`src/rtl/down_count_pkg.sv`:
```
// Shared types and helpers for the ripple down-counter monitor.
package down_count_pkg;

    // Lock state of the monitor.
    typedef enum logic [1:0] {
        IDLE   = 2'd0,
        LOCKED = 2'd1,
        FAULT  = 2'd2
    } state_e;

    // Value minus one, wrapped to the low 'width' bits.
    function automatic logic [31:0] dec_mod(input logic [31:0] value,
                                            input int unsigned width);
        logic [31:0] mask;
        mask = (width >= 32) ? '1 : ((32'd1 << width) - 32'd1);
        return (value - 32'd1) & mask;
    endfunction

endpackage

```
`src/rtl/sat_counter.sv`:
```
// Event counter that sticks at all-ones; clear has priority over increment.
module sat_counter #(
    parameter int unsigned W = 8
) (
    input  logic         clk,
    input  logic         rst,
    input  logic         inc,
    input  logic         clr,
    output logic [W-1:0] count
);

    logic [W-1:0] count_q;
    logic [W-1:0] count_d;

    function automatic logic [W-1:0] sat_inc(input logic [W-1:0] v);
        return (&v) ? v : v + W'(1);
    endfunction

    // Next count: clear wins, otherwise saturating increment.
    always_comb begin
        count_d = count_q;
        if (clr) begin
            count_d = '0;
        end else if (inc) begin
            count_d = sat_inc(count_q);
        end
    end

    // Count register.
    always_ff @(posedge clk) begin
        if (rst) begin
            count_q <= '0;
        end else begin
            count_q <= count_d;
        end
    end

    assign count = count_q;

endmodule

```
`src/rtl/down_count_monitor.sv`:
```
// Synchronous monitor for a ripple down-counter: two-flop sampling with
// equal-sample deglitch, legal -1 step checking, lock FSM and event counters.
module down_count_monitor
    import down_count_pkg::*;
#(
    parameter int unsigned WIDTH        = 4,
    parameter int unsigned WRAP_W       = 8,
    parameter int unsigned ERR_W        = 8,
    parameter int unsigned RELOCK_STEPS = 4
) (
    input  logic              clk,
    input  logic              rst,
    input  logic [WIDTH-1:0]  cnt_in,
    input  logic              clr,
    input  logic [WIDTH-1:0]  cfg_match,
    output logic [WIDTH-1:0]  cnt_q,
    output logic              cnt_valid,
    output logic              locked,
    output logic              wrap_pulse,
    output logic              match_pulse,
    output logic              step_err,
    output logic [WRAP_W-1:0] wrap_count,
    output logic [ERR_W-1:0]  err_count
);

    localparam int unsigned RUN_W = $clog2(RELOCK_STEPS + 1);

    // Sample pipeline.
    logic [WIDTH-1:0] s1_q, s1_d;
    logic [WIDTH-1:0] s2_q, s2_d;
    // Marks which sample stages hold a real sample of cnt_in. The reset
    // value of s1/s2 is not a sample, so it must never be accepted as a
    // stable count (otherwise a spurious 0 would be captured after reset).
    logic [1:0]       samp_vld_q, samp_vld_d;

    // Clean count and FSM.
    logic [WIDTH-1:0] cnt_d;
    state_e           state_q, state_d;
    logic [RUN_W-1:0] good_run_q, good_run_d;
    logic [RUN_W-1:0] run_inc;
    logic             cnt_valid_q, cnt_valid_d;
    logic             locked_q, locked_d;
    logic             wrap_q, wrap_d;
    logic             match_q, match_d;
    logic             err_q, err_d;

    logic [WIDTH-1:0] cnt_dec;
    logic             upd;
    logic             legal;
    logic             at_zero;

    // Sample shift and update qualification.
    always_comb begin
        s1_d       = cnt_in;
        s2_d       = s1_q;
        samp_vld_d = {samp_vld_q[0], 1'b1};
        cnt_dec    = WIDTH'(dec_mod(32'(cnt_q), WIDTH));
        upd        = samp_vld_q[1] && (s1_q == s2_q) &&
                     ((state_q == IDLE) || (s2_q != cnt_q));
        legal      = (s2_q == cnt_dec);
        at_zero    = (cnt_q == '0);
        run_inc    = good_run_q + RUN_W'(1);
    end

    // Lock FSM next state, clean count and event pulses.
    always_comb begin
        cnt_d       = cnt_q;
        state_d     = state_q;
        good_run_d  = good_run_q;
        cnt_valid_d = cnt_valid_q;
        wrap_d      = 1'b0;
        match_d     = 1'b0;
        err_d       = 1'b0;
        if (upd) begin
            cnt_d   = s2_q;
            match_d = (s2_q == cfg_match);
            case (state_q)
                IDLE: begin
                    // First capture: nothing to compare against yet.
                    cnt_valid_d = 1'b1;
                    good_run_d  = '0;
                    state_d     = LOCKED;
                end
                LOCKED: begin
                    if (!legal) begin
                        err_d      = 1'b1;
                        good_run_d = '0;
                        state_d    = FAULT;
                    end else begin
                        wrap_d = at_zero;
                    end
                end
                FAULT: begin
                    if (!legal) begin
                        err_d      = 1'b1;
                        good_run_d = '0;
                    end else begin
                        wrap_d = at_zero;
                        if (run_inc == RUN_W'(RELOCK_STEPS)) begin
                            good_run_d = '0;
                            state_d    = LOCKED;
                        end else begin
                            good_run_d = run_inc;
                        end
                    end
                end
                default: begin
                    good_run_d = '0;
                    state_d    = IDLE;
                end
            endcase
        end
        locked_d = (state_d == LOCKED);
    end

    // All monitor state; reset returns everything to the pre-capture state.
    always_ff @(posedge clk) begin
        if (rst) begin
            s1_q        <= '0;
            s2_q        <= '0;
            samp_vld_q  <= '0;
            cnt_q       <= '0;
            state_q     <= IDLE;
            good_run_q  <= '0;
            cnt_valid_q <= 1'b0;
            locked_q    <= 1'b0;
            wrap_q      <= 1'b0;
            match_q     <= 1'b0;
            err_q       <= 1'b0;
        end else begin
            s1_q        <= s1_d;
            s2_q        <= s2_d;
            samp_vld_q  <= samp_vld_d;
            cnt_q       <= cnt_d;
            state_q     <= state_d;
            good_run_q  <= good_run_d;
            cnt_valid_q <= cnt_valid_d;
            locked_q    <= locked_d;
            wrap_q      <= wrap_d;
            match_q     <= match_d;
            err_q       <= err_d;
        end
    end

    assign cnt_valid   = cnt_valid_q;
    assign locked      = locked_q;
    assign wrap_pulse  = wrap_q;
    assign match_pulse = match_q;
    assign step_err    = err_q;

    // Counters advance on the same edge that raises the matching pulse.
    sat_counter #(.W(WRAP_W)) u_wrap_cnt (
        .clk   (clk),
        .rst   (rst),
        .inc   (wrap_d),
        .clr   (clr),
        .count (wrap_count)
    );

    sat_counter #(.W(ERR_W)) u_err_cnt (
        .clk   (clk),
        .rst   (rst),
        .inc   (err_d),
        .clr   (clr),
        .count (err_count)
    );

endmodule

```
`config.mk`:
```
export PLATFORM = sky130hd
export DESIGN_NAME = down_count_monitor
export DESIGN_NICKNAME = d
export VERILOG_FILES = /design/src/rtl/down_count_pkg.sv /design/src/rtl/sat_counter.sv /design/src/rtl/down_count_monitor.sv
export SDC_FILE = /design/constraint.sdc
export NUM_CORES = 1
export LEC_CHECK = 0
export BUFFER_PORTS_ARGS = -buffer_cell sky130_fd_sc_hd__buf_2
export CORE_MARGIN = 3
export CORE_UTILIZATION = 55
export CTS_CLUSTER_SIZE = 8
export DETAILED_ROUTE_END_ITERATION = 10
export GPL_ROUTABILITY_DRIVEN = 0
export MAX_ROUTING_LAYER = met4
export PLACE_DENSITY = 0.79
export SYNTH_ARGS = -nofsm -noshare
export SYNTH_HDL_FRONTEND = slang
export SYNTH_SLANG_ARGS = --single-unit
```
`constraint.sdc`:
```
create_clock -name clk -period 2.7 [get_ports clk]
set_input_delay 0.54 -clock clk [delete_from_list [all_inputs] [get_ports clk]]
set_output_delay 0.54 -clock clk [all_outputs]
set_load 0.02 [all_outputs]
```
==> impl_metrics.tcl, run 1 <==
set metrics [dict create \
    synth_area_leaders "dfxtp_1 (41%), ha_1 (6.3%), nor2_1 (4.9%), xor2_1 (4.9%), xnor2_1 (4.0%)" \
    via_per_inst 5.46 \
    slew_viol_final 0 \
    syn_area_um2 1980 \
    p_seq_frac 0.632 \
    nets 280 \
    p_leak_nw 0.935 \
    grt_max_degree 25 \
    ir_worst_vdd_mv 0.304 \
    worst_pin_slew_ns 0.467 \
    core_um2 3390 \
    p_int_uw 729 \
    cp-end-kind "register" \
    start_kind "register" \
    clkPwrFrac 0.285 \
    synth_top_area_cell "dfxtp_1" \
    status "complete, no violations" \
    min_path_type "in2reg" \
    final_util 0.659 \
    drtIter0Drc 80 \
    clkSinkCount 40 \
    htree_levels 2 \
    min_period_ns 2.29 \
    clkSlewWorstSetupHoldPaths_ns 0.11 \
    cts_buffers 5 \
    die-area_um2 4350 \
    fin_area_um2 2230 \
    ys_seq_area_frac 0.405 \
    yosysUniqueCellTypes 43 \
    sw_frac_of_total 0.244 \
    synth_edf_count 0 \
    whs_path_depth 2 \
    grt_busiest_layer "met2" \
    grt_pass1_vias 1500 \
    ys_async_sr_fraction 0 \
    hpwl_um 2970 \
    track_usage 0.203 \
    synth_top_area_share 0.405 \
    worstPathMaxFanout 12 \
    die_h_um 65.9 \
    drt_first_pass_iters 4 \
    ios 36 \
    die_x_um 65.9 \
    areaGrowthSynthToFinish_pct 13.0 \
    synthTopCellsByCount "dfxtp_1 (40), nor2_1 (26), nand2_1 (18)" \
    r2r.worst_path.cells 8 \
    postCtsSetupBuffers 0 \
    finalWirelength_um 3920 \
    use_met3 0.0459 \
    wl_per_cell_um 12.8 \
    drive_gt1_frac 0.197 \
    synth_nets 244 \
    ys_warn_count 0 \
    grt_use_met1 0.266 \
    cts_resized 0 \
    slowest_stage "dfxtp_1" \
    syn_area_per_cell_um2 8.86 \
    drtAntennaViolNets 0 \
    rsz0062_at_grt "no" \
    post-route-drc-count 0 \
    fin_worst_skew_ns 0.0129 \
    num_vias 1666 \
    min_period_over_period 0.847 \
    ys.flop_type "dfxtp_1" \
    syn_inst 223 \
    placed_area_um2 2190 \
    clock.fmax_mhz 437 \
    power_switching_uw 235 \
    antenna_found_initial 0 \
    fp-row-count 21 \
    port_buffers 35 \
    synth_most_common_cell "dfxtp_1" \
    setup_viol 0 \
    clockBufferDepth 2 \
    crit_arrival_ns 2.57 \
    worstSkewPairLatency_ns 0.35 \
    required_ns 2.98 \
    slew_headroom 0.688 \
    critPathKind "reg2reg" \
    ys_ff_latch 40 \
    initial_core_util 0.583 \
    cts_tree "yes" \
    cp_num_buf_inv 1 \
    grt_pass1_wl_um 6680 \
    grt-ovfl-total 0 \
    power_density_nw_per_um2 432 \
    max_stage_delay_ns 0.43 \
    cts_hold_buf 0 \
    setup_tns_ns 0 \
    cp_cell_sequence "inv_1 -> ha_1 -> xor2_1 -> nand3_1 -> nor2_1 -> nand3_2 -> or3_1 -> a21oi_1" \
    pwr-share-comb 0.083 \
    critPathTopFamily "simple AND/OR/NAND/NOR gates" \
    diodes 0 \
    clockRootBuffer "clkbuf_4" \
    path_depth 8 \
    use_met2 0.303 \
    finalHoldViolCount 0 \
    max-cap-violations 0 \
]
## placed cells by master, fill, tap and decap left out, types with 5 or more instances in the layout
| cell type | instances |
|---|---|
| ha_1 | 10 |
| nor2b_1 | 9 |
| a21oi_1 | 13 |
| o21ai_0 | 8 |
| dfxtp_1 | 40 |
| inv_1 | 6 |
| nand2_1 | 18 |
| xnor2_1 | 9 |
| or3_1 | 5 |
| clkbuf_4 | 5 |
| xor2_1 | 11 |
| nor3_1 | 6 |
| nand3_1 | 13 |
| nor2_1 | 26 |
| buf_2 | 35 |
## sequential cells by signal (all words and copies together) (netlist names)
register,cells
u_err_cnt.count,8
u_wrap_cnt.count,8
cnt_q,4
s1_q,4
s2_q,4
good_run_q,3
samp_vld_q,2
state_q,2
cnt_valid,1
locked,1
match_pulse,1
step_err,1
wrap_pulse,1
## final cells by class
type | count | area [um^2]
Tap cell | 46 | 57.6
Timing Repair Buffer | 37 | 190
Sequential cell | 40 | 801
Clock inverter | 1 | 5.00
Inverter | 6 | 22.5
Multi-Input combinational cell | 169 | 1120
Fill cell | 300 | 1160
Clock buffer | 6 | 41.3
## worst register-to-register path, cell delays in order (launching register included)
cell	delay, ns
dfxtp_1	0.43
inv_1	0.10
ha_1	0.29
xor2_1	0.14
nand3_1	0.11
nor2_1	0.29
nand3_2	0.28
or3_1	0.41
a21oi_1	0.16
## metal layers
metal / vias to the layer above / share of wire
met2: 32 / 0.45
met3: 7 / 0.047
met4: 0 / 0.018
met5: - / 0
met1: 777 / 0.49
li1: 850 / -
## cell families after synthesis
logic type / synth area share
flip-flops: 0.405
XOR/XNOR: 0.108
AO/OA/AOI/OAI: 0.117
adder cells (fa/ha/maj): 0.0633
buffers and inverters: 0.0298
AND/OR/NAND/NOR: 0.266
multiplexers: 0.0101
## metrics by stage
step	total power [mW]	setup slack, ns	std cells	hold WS, ns
6_report	0.965	0.414	305	0.396
3_5_place_dp	0.703	0.459	298	0.443
5_1_grt	1.01	0.231	305	0.408
3_3_place_gp	0.702	0.553	298	0.425
4_1_cts	0.972	0.419	305	0.391
2_1_floorplan	0.681	0.438	223	0.414
## power groups by stage
stage	combinational [mW]	sequential [mW]	clock, mW
after global routing	0.0898	0.611	0.308
after detailed placement	0.0805	0.623	0
final	0.0801	0.610	0.275
after global placement	0.0787	0.623	0
after CTS	0.0806	0.610	0.282
after floorplan	0.0591	0.622	0
## final timing paths
path                      start                  end  slack, ns
setup reg to reg       cnt_q[1]  u_wrap_cnt.count[4]       0.41
hold / removal        cnt_in[1]              s1_q[1]       0.40
hold reg to reg   samp_vld_q[0]        samp_vld_q[1]       0.46
setup / recovery       cnt_q[1]  u_wrap_cnt.count[4]       0.41
Note: power is estimated with default switching activity, not from simulation.
==> run 2: changes to the inputs <==
Clock period 2.7 ns to 2.4 ns, I/O delays scaled along.
==> impl_metrics.tcl, run 2 (synthesis results as in run 1) <==
set metrics [dict create \
    status "complete, no violations" \
    postCtsSetupBuffers 0 \
    placed_area_um2 2220 \
    required_ns 2.63 \
    critPathTopFamily "simple AND/OR/NAND/NOR gates" \
    final_util 0.677 \
    holdPathEnd "s1_q[1]" \
    min_from "cnt_in[1]" \
    preCtsSetupSlack_ns 0.207 \
    seqCellArea_um2 801 \
    htree_levels 2 \
    slowest_stage "dfxtp_1" \
    layout_common_cells "dfxtp_1 (40), buf_2 (35), nor2_1 (25)" \
    drtIter0Drc 93 \
    cts_tree "yes" \
    drt_first_pass_iters 4 \
    clockBufferDepth 2 \
    fp-row-count 21 \
    antenna_found_initial 0 \
    multi_input_area_um2 1120 \
    rsz0062_at_grt "no" \
    total_power_mw 1.20 \
    die-area_um2 4350 \
    track_usage 0.209 \
    hpwl_um 3040 \
    initial_core_util 0.583 \
    min_path_type "in2reg" \
    num_vias 1657 \
    worst_r2r_endpoint "u_wrap_cnt.count[5]" \
    core_um2 3390 \
    cp-end-kind "register" \
    max_stage_delay_ns 0.40 \
    via_per_inst 5.35 \
    diodes 0 \
    wl_per_cell_um 12.8 \
    ir_worst_vdd_mv 0.333 \
    grt_pass1_wl_um 6900 \
    grt_max_degree 25 \
    fin_worst_skew_ns 0.0126 \
    fillers 290 \
    cts_buffers 5 \
    cp_cell_sequence "inv_1 -> ha_1 -> xor2_1 -> nand3_1 -> nor2_2 -> nand3_2 -> o311ai_0 -> o41ai_1" \
    p_int_uw 933 \
    finalWirelength_um 3960 \
    p_leak_nw 0.969 \
    crit_arrival_ns 2.36 \
    critPathKind "reg2reg" \
    finalHoldViolCount 0 \
    die_h_um 65.9 \
    r2r_start "cnt_q[0]" \
    worstSetupStartpoint "cnt_q[0]" \
    cp_num_buf_inv 1 \
    clockRootBuffer "clkbuf_4" \
    nets 284 \
    ios 36 \
    whs_path_depth 2 \
    worst_pin_slew_ns 0.426 \
    layout_commonest_cell "dfxtp_1" \
    port_buffers 35 \
    start_kind "register" \
    clock.fmax_mhz 469 \
    die_x_um 65.9 \
    sw_frac_of_total 0.225 \
    holdWs_ns 0.333 \
    drive_gt1_frac 0.216 \
    worstSkewPairLatency_ns 0.35 \
    fin_area_um2 2300 \
    drtAntennaViolNets 0 \
    r2r_setup_slack_ns 0.27 \
    max-cap-violations 0 \
    grt-ovfl-total 0 \
    areaGrowthSynthToFinish_pct 16.2 \
    p_seq_frac 0.570 \
    post-route-drc-count 0 \
    setup_viol 0 \
    pwr-share-comb 0.077 \
    slew_viol_final 0 \
    setup_tns_ns 0 \
    min_period_ns 2.13 \
    power_switching_uw 271 \
    power_density_nw_per_um2 524 \
    min_period_over_period 0.889 \
    clkSlewWorstSetupHoldPaths_ns 0.11 \
    fin_ws_ns 0.266 \
    placedCellCount 302 \
    grt_pass1_vias 1570 \
    r2r.worst_path.cells 8 \
    worstPathMaxFanout 12 \
    clkSinkCount 40 \
    slew_headroom 0.716 \
    clkPwrFrac 0.353 \
    layout.cells.non_filler 310 \
]
-- run 2: cell count changes in the layout (fill, tap and decap cells not counted), sizes merged --
| cell | change |
|---|---|
| buf | +4 |
| bufinv | +1 |
-- run 2: layer usage --
metal | track usage | up-vias | part of all wire
met1 | 0.264 | 756 | 0.48
li1 | - | 864 | -
met4 | 0.0838 | 0 | 0.017
met3 | 0.0408 | 7 | 0.035
met5 | - | - | 0
met2 | 0.330 | 30 | 0.46
-- run 2: timing repair --
item,CTS,global route
hold buffers,0,0
setup endpoints to repair,0,3
gates resized for setup,0,1
-- run 2: area by class of cell --
type                       count  area share
multi-input combinational    169       0.487
sequential                    40       0.349
timing repair buffer          41      0.0959
tap                           46      0.0251
clock buffer                   6      0.0180
clock inverter                 2      0.0153
inverter                       6     0.00981
-- run 2: power by group through the flow --
stage / logic (mW) / clock network, mW / registers, mW
finish: 0.0924 / 0.425 / 0.686
global route: 0.103 / 0.462 / 0.688
CTS: 0.0926 / 0.434 / 0.686
detailed placement: 0.0922 / 0 / 0.701
global placement: 0.0908 / 0 / 0.701
floorplan: 0.0664 / 0 / 0.699
-- run 2: worst max-delay path by stage --
| stage | endpoint | slack [ns] | cells past startpoint |
|---|---|---|---|
| floorplan | u_wrap_cnt.count[7] | 0.14 | 9 |
| global placement | good_run_q[0] | 0.36 | 8 |
| detailed placement | u_wrap_cnt.count[4] | 0.21 | 8 |
| CTS | u_wrap_cnt.count[4] | 0.19 | 8 |
| global route | u_wrap_cnt.count[5] | 0.03 | 8 |
| finish | u_wrap_cnt.count[5] | 0.27 | 8 |
